[src/rtl/branch_resolve_unit.sv]
// EX-stage branch resolution unit.
// Resolves the branch or jump in EX and checks it against the fetch-time prediction.
// Produces a registered predictor update, a front-end redirect and a multi-cycle
// flush of the wrong-path IF/ID contents. Also keeps saturating branch and
// mispredict counters.
module branch_resolve_unit #(
  parameter int XLEN         = 32,
  parameter int FLUSH_CYCLES = 2,
  parameter int CNT_W        = 16
) (
  input  logic             clk,
  input  logic             reset,
  input  logic             stall,
  input  logic             ex_valid,
  input  logic             is_branch,
  input  logic             is_jal,
  input  logic             is_jalr,
  input  logic [2:0]       funct3,
  input  logic [XLEN-1:0]  ex_pc,
  input  logic [XLEN-1:0]  rs1_val,
  input  logic [XLEN-1:0]  rs2_val,
  input  logic [XLEN-1:0]  imm,
  input  logic             pred_taken,
  input  logic [XLEN-1:0]  pred_addr,
  output logic             upd_valid,
  output logic [XLEN-1:0]  upd_pc,
  output logic             upd_taken,
  output logic [XLEN-1:0]  upd_target,
  output logic             redirect_valid,
  output logic [XLEN-1:0]  redirect_pc,
  output logic             flush,
  output logic             illegal_br,
  output logic [CNT_W-1:0] br_count,
  output logic [CNT_W-1:0] mispred_count
);

  logic [2:0]      flush_cnt;
  logic            one_hot;
  logic            accept;
  logic            cond_true;
  logic            bad_funct3;
  logic            taken;
  logic            mispred;
  logic [XLEN-1:0] jalr_sum;
  logic [XLEN-1:0] target;
  logic [XLEN-1:0] fall_through;

  // Decode the instruction in EX: condition outcome, target, mispredict and acceptance.
  always_comb begin
    cond_true    = 1'b0;
    bad_funct3   = 1'b0;
    one_hot      = ({is_branch, is_jal, is_jalr} == 3'b100) ||
                   ({is_branch, is_jal, is_jalr} == 3'b010) ||
                   ({is_branch, is_jal, is_jalr} == 3'b001);
    case (funct3)
      3'b000:  cond_true = (rs1_val == rs2_val);
      3'b001:  cond_true = (rs1_val != rs2_val);
      3'b100:  cond_true = ($signed(rs1_val) < $signed(rs2_val));
      3'b101:  cond_true = !($signed(rs1_val) < $signed(rs2_val));
      3'b110:  cond_true = (rs1_val < rs2_val);
      3'b111:  cond_true = !(rs1_val < rs2_val);
      default: bad_funct3 = 1'b1;
    endcase
    taken        = is_jal || is_jalr || (is_branch && cond_true);
    jalr_sum     = rs1_val + imm;
    target       = is_jalr ? {jalr_sum[XLEN-1:1], 1'b0} : (ex_pc + imm);
    fall_through = ex_pc + XLEN'(4);
    mispred      = (pred_taken != taken) || (taken && (pred_addr != target));
    accept       = ex_valid && !stall && (flush_cnt == 3'd0) && one_hot;
  end

  assign flush = (flush_cnt != 3'd0);

  // Register the predictor update and redirect, and run the flush window countdown.
  always_ff @(posedge clk or negedge reset) begin
    if (!reset) begin
      upd_valid      <= 1'b0;
      upd_pc         <= '0;
      upd_taken      <= 1'b0;
      upd_target     <= '0;
      redirect_valid <= 1'b0;
      redirect_pc    <= '0;
      illegal_br     <= 1'b0;
      flush_cnt      <= 3'd0;
    end else begin
      upd_valid      <= accept;
      redirect_valid <= accept && mispred;
      illegal_br     <= accept && is_branch && bad_funct3;
      if (accept) begin
        upd_pc     <= ex_pc;
        upd_taken  <= taken;
        upd_target <= target;
      end
      if (accept && mispred) begin
        redirect_pc <= taken ? target : fall_through;
        flush_cnt   <= 3'(FLUSH_CYCLES);
      end else if (flush_cnt != 3'd0) begin
        flush_cnt <= flush_cnt - 3'd1;
      end
    end
  end

  // Saturating statistics counters for resolved transfers and mispredicts.
  always_ff @(posedge clk or negedge reset) begin
    if (!reset) begin
      br_count      <= '0;
      mispred_count <= '0;
    end else if (accept) begin
      if (br_count != '1) begin
        br_count <= br_count + CNT_W'(1);
      end
      if (mispred && (mispred_count != '1)) begin
        mispred_count <= mispred_count + CNT_W'(1);
      end
    end
  end

endmodule

[config.mk]
export PLATFORM = sky130hd
export DESIGN_NAME = branch_resolve_unit
export DESIGN_NICKNAME = d
export VERILOG_FILES = /design/src/rtl/branch_resolve_unit.sv
export SDC_FILE = /design/constraint.sdc
export NUM_CORES = 1
export LEC_CHECK = 0
export CAP_MARGIN = 20
export CORE_MARGIN = 8
export CORE_UTILIZATION = 45
export DETAILED_ROUTE_END_ITERATION = 10
export HOLD_SLACK_MARGIN = 0.03
export MAX_ROUTING_LAYER = met4
export PLACE_DENSITY = 0.74
export SLEW_MARGIN = 20
export SYNTH_ARGS = -nofsm -noshare
export SYNTH_HDL_FRONTEND = slang
export SYNTH_SLANG_ARGS = --single-unit
[constraint.sdc]
create_clock -name clk -period 2.9 [get_ports clk]
set_input_delay 0.58 -clock clk [delete_from_list [all_inputs] [get_ports clk]]
set_output_delay 0.58 -clock clk [all_outputs]
set_load 0.02 [all_outputs]
==> metrics.md <==
| Metric | Value |
|---|---|
| Peak VDD IR | `0.000536 V` |
| HPWL after DPL | `41800 um` |
| Post-DP Area | `18900 um2` |
| LEAKAGE | `roughly 9.8 nW` |
| Status | `finished, violations left` |
| Max Fclk | `244 MHz` |
| Seq pwr share | `about a quarter` |
| Switching pwr | `4.79 mW` |
| Failing checks | `negative setup slack` |
| Routed Antenna Nets | `0` |
| DRT iter0 DRCs | `1248` |
| RSZ-0062 raised after global routing | `yes` |
| Placer Congestion | `0.922` |
| Clock tree from TritonCTS | `done` |
| Count of non-filler cells in the finished layout | `2615` |
| Cell area after synthesis | `12200 um2` |
| CP arrival | `4.41 ns` |
| Main synth FF type | `dfrtp_1` |
| # hold bufs at CTS | `0` |
| Post-synthesis sequential area ratio | `27.6%` |
| Fillcell total | `1734` |
| Largest cells by area after synthesis | `dfrtp_1 28%, ha_1 10%, nand2_1 7.7%` |
| Drt first pass iters | `5` |
| Multi-input gate area | `10300 um2` |
| CP endpoint kind | `flip-flop` |
| Most frequent cell after synthesis | `nand2_1` |
| Placed cells | `2521` |
| Via count | `about 15000` |
| Post-Place Setup Slack | `-2.40 ns` |
| Syn Inst Count | `1501` |
| Hold crit path type | `in -> async` |
| Post-Syn Area per Cell | `~8.2 um2` |
| CP max stage delay | `approximately 0.54 ns` |
| Vias per Instance | `between 5 and 6` |
| Slew margin rel. | `59.1%` |
| Post-synth top area cell | `dfrtp_1` |
| WS Path Type | `in -> reg` |
| Critical Path Source Type | `input port` |
| Root Buffer | `clkbuf_16` |
| # DRC | `0` |
| Slew Viols, Final | `0` |
| Worst clock skew | `0.0128 ns` |
| Die Width | `181 um` |
| I/O Buffers | `303` |
| Clock Latency Late Sink | `0.42 ns` |
| Reg2Reg Setup Slack | `approximately 0.16 ns` |
| Clock Sinks | `135` |
| Hold_ws | `between 0.1 and 0.15 ns` |
| Clk pwr share | `around 18%` |
| Total grt overflow | `0` |
| Final #Nets | `2527` |
| Rows | `60` |
| CP max FO | `10` |
| All-Layer GR Usage | `33.0%` |
| Clock slew at reported path FFs | `0.07 ns` |
| Pint | `7.12 mW` |
| Total power | `11.9 mW` |
| Design Area, Final | `21800 um2` |
| Switching share of total power | `40.2%` |
| Critical-path cell list | `buf_8 > ha_4 > and2_4 > a221o_1 > o211ai_1 > o211ai_1 > buf_4 > a31oi_4 > xnor3_1 > mux2_4 > a2111oi_4 > nand4_1 > or4_4 > nor2b_4 > buf_12 > mux2_4` |
| H-tree levels | `4` |
| Worst-margin pin slew | `about 0.61 ns` |
| Critical R2R Launch | `flush_cnt[1]` |
| Routed wire length | `56500 um` |
| Synth-to-layout area growth | `77.9%` |
| Setup TNS | `-59.71 ns` |
| DR WL/cell | `21.6 um` |
| First-pass GRT wire length | `84000 um` |
| Post-Syn Nets | `~1800` |
| Slowest CP cell | `or4_4` |
| Initial antenna violation count | `5` |
| Die height | `181 um` |
| Core ar. | `26800 um2` |
| Sequential Area | `approximately 3400 um2` |
| Setup violations, final | `52` |
| Worst setup margin | `-1.20 ns` |
| Max-cap viol count | `0` |
| Final hold violations | `0` |
| Ys async rst share | `between 90% and 100%` |
| Top delay family on crit path | `compound AO/OA/AOI/OAI gates` |
| Post-synth EDFFs | `0` |
| Clock buffer depth | `2` |
| Fin util | `approximately 81%` |
| Worst Path Buf+Inv | `3` |
| Fraction of layout cells with a size suffix above 1 | `approximately two fifths` |
| Cell variety after synth | `80` |
| Final Critical Period | `4.10 ns` |
| Synth warn | `0` |
| Worst EP required | `3.20 ns` |
| Number of global-route vias before repair | `15418` |
| Worst reg2reg path depth | `13` |
| IO Pins | `304` |
| Worst r2r dst | `br_count[15]` |
| Inserted Clock Buffers | `17` |
| Top cell type's share of synthesized area | `~28%` |
| Comb power frac | `56.3%` |
| PwrDens | `547 nW/um2` |
| Starting Density | `a little under half` |
| Largest net degree at the start of global routing | `63` |
| DIE AREA | `32700 um2` |
| Most frequent cells after synthesis | `250 x nand2_1, 135 x dfrtp_1, 107 x a21oi_1` |
| Final period util | `142%` |
| Seq cells post-synth | `135` |
## timing repair
action	4_1_cts	5_1_grt
buffers inserted	39	18
resized for setup	367	249
cloned	1	3
pin swaps	84	107
setup endpoints to repair	72	71
## how the worst max path moves through the flow
stage | from | to | slack, ns | cells past startpoint
2_1_floorplan | rs1_val[0] | redirect_pc[10] | -1.32 | 17
3_3_place_gp | imm[0] | redirect_pc[8] | -2.33 | 17
3_5_place_dp | imm[0] | redirect_pc[5] | -2.40 | 17
4_1_cts | imm[4] | redirect_pc[27] | -1.16 | 16
5_1_grt | rs2_val[1] | redirect_pc[31] | -1.28 | 17
6_report | ex_pc[3] | redirect_pc[18] | -1.20 | 16
## metal layers
layer	GRT usage [%]	vias up	part of all wire (%)	wire length [um]
met4	15.9	0	5.7	3220
li1	-	6902	-	-
met5	-	-	0	0
met3	5.56	180	6.4	3610
met1	37.3	7205	39	22000
met2	56.1	681	49	27600
## worst reg2reg max path: cells and delay by family (launching register included)
family                   cells  cell delay (ns)
buffers and inverters        4             0.53
adder cells (fa/ha/maj)      2             0.34
AND/OR/NAND/NOR              4             0.86
flip-flops                   1             0.37
AO/OA/AOI/OAI                2             0.33
XOR/XNOR                     1             0.18
## placed cells by master (no fill, tap or decap), types with 9 or more instances in the layout
cell type and n:
clkdlybuf4s50_1 187, nor4_1 9, o21a_1 10, mux2i_1 33
nand2_1 239, nand2b_1 9, a21oi_2 33, nor2_1 78
nor3_1 34, and3_1 17, o21ai_2 12, inv_1 31
clkbuf_16 19, nor2b_1 11, a31oi_1 12, xor2_1 50
o21ai_1 16, buf_6 26, buf_4 466, dlygate4sd2_1 30
a21oi_1 70, o21ai_0 71, ha_1 22, o211ai_1 16
and4_1 12, xnor2_1 68, inv_2 26, buf_2 11
mux2_4 28, ha_4 74, mux2_2 14, nand3_1 49
dfrtp_1 135, dlymetal6s2s_1 29, clkbuf_2 28, nand4_1 43
## registers in the layout (all words and copies together), names as in the netlist
register        cells
redirect_pc        32
upd_pc             32
upd_target         32
br_count           16
mispred_count      16
flush_cnt           3
illegal_br          1
redirect_valid      1
upd_taken           1
upd_valid           1
## power by group through the flow
stage          registers (mW)  logic (mW)  clock network [mW]
2_1_floorplan            3.73        1.98                   0
3_3_place_gp             2.99        5.87                   0
3_5_place_dp             3.01        6.00                   0
4_1_cts                  3.01        6.35                2.17
5_1_grt                  3.09        7.11                2.26
6_report                 3.03        6.70                2.18
## logic make-up after synthesis
family	share of synthesized area (%)
muxes	7.61
xor gates and xnor gates	9.63
AOI/OAI and AO/OA	17.1
buffers and inverters	4.24
DFF	27.6
adders and majority gates	10.3
and+or+nand+nor	23.5
## final cells by class
type                            instances  share of cell area, %
Clock inverter                         14                  0.644
Inverter                               58                   1.00
Sequential cell                       135                   15.5
Tap cell                              341                   1.96
Clock buffer                           18                   1.97
Multi-Input combinational cell       1244                   47.2
Antenna cell                            5                 0.0575
Timing Repair Buffer                  800                   31.6
(Power assumes the default switching activity.)
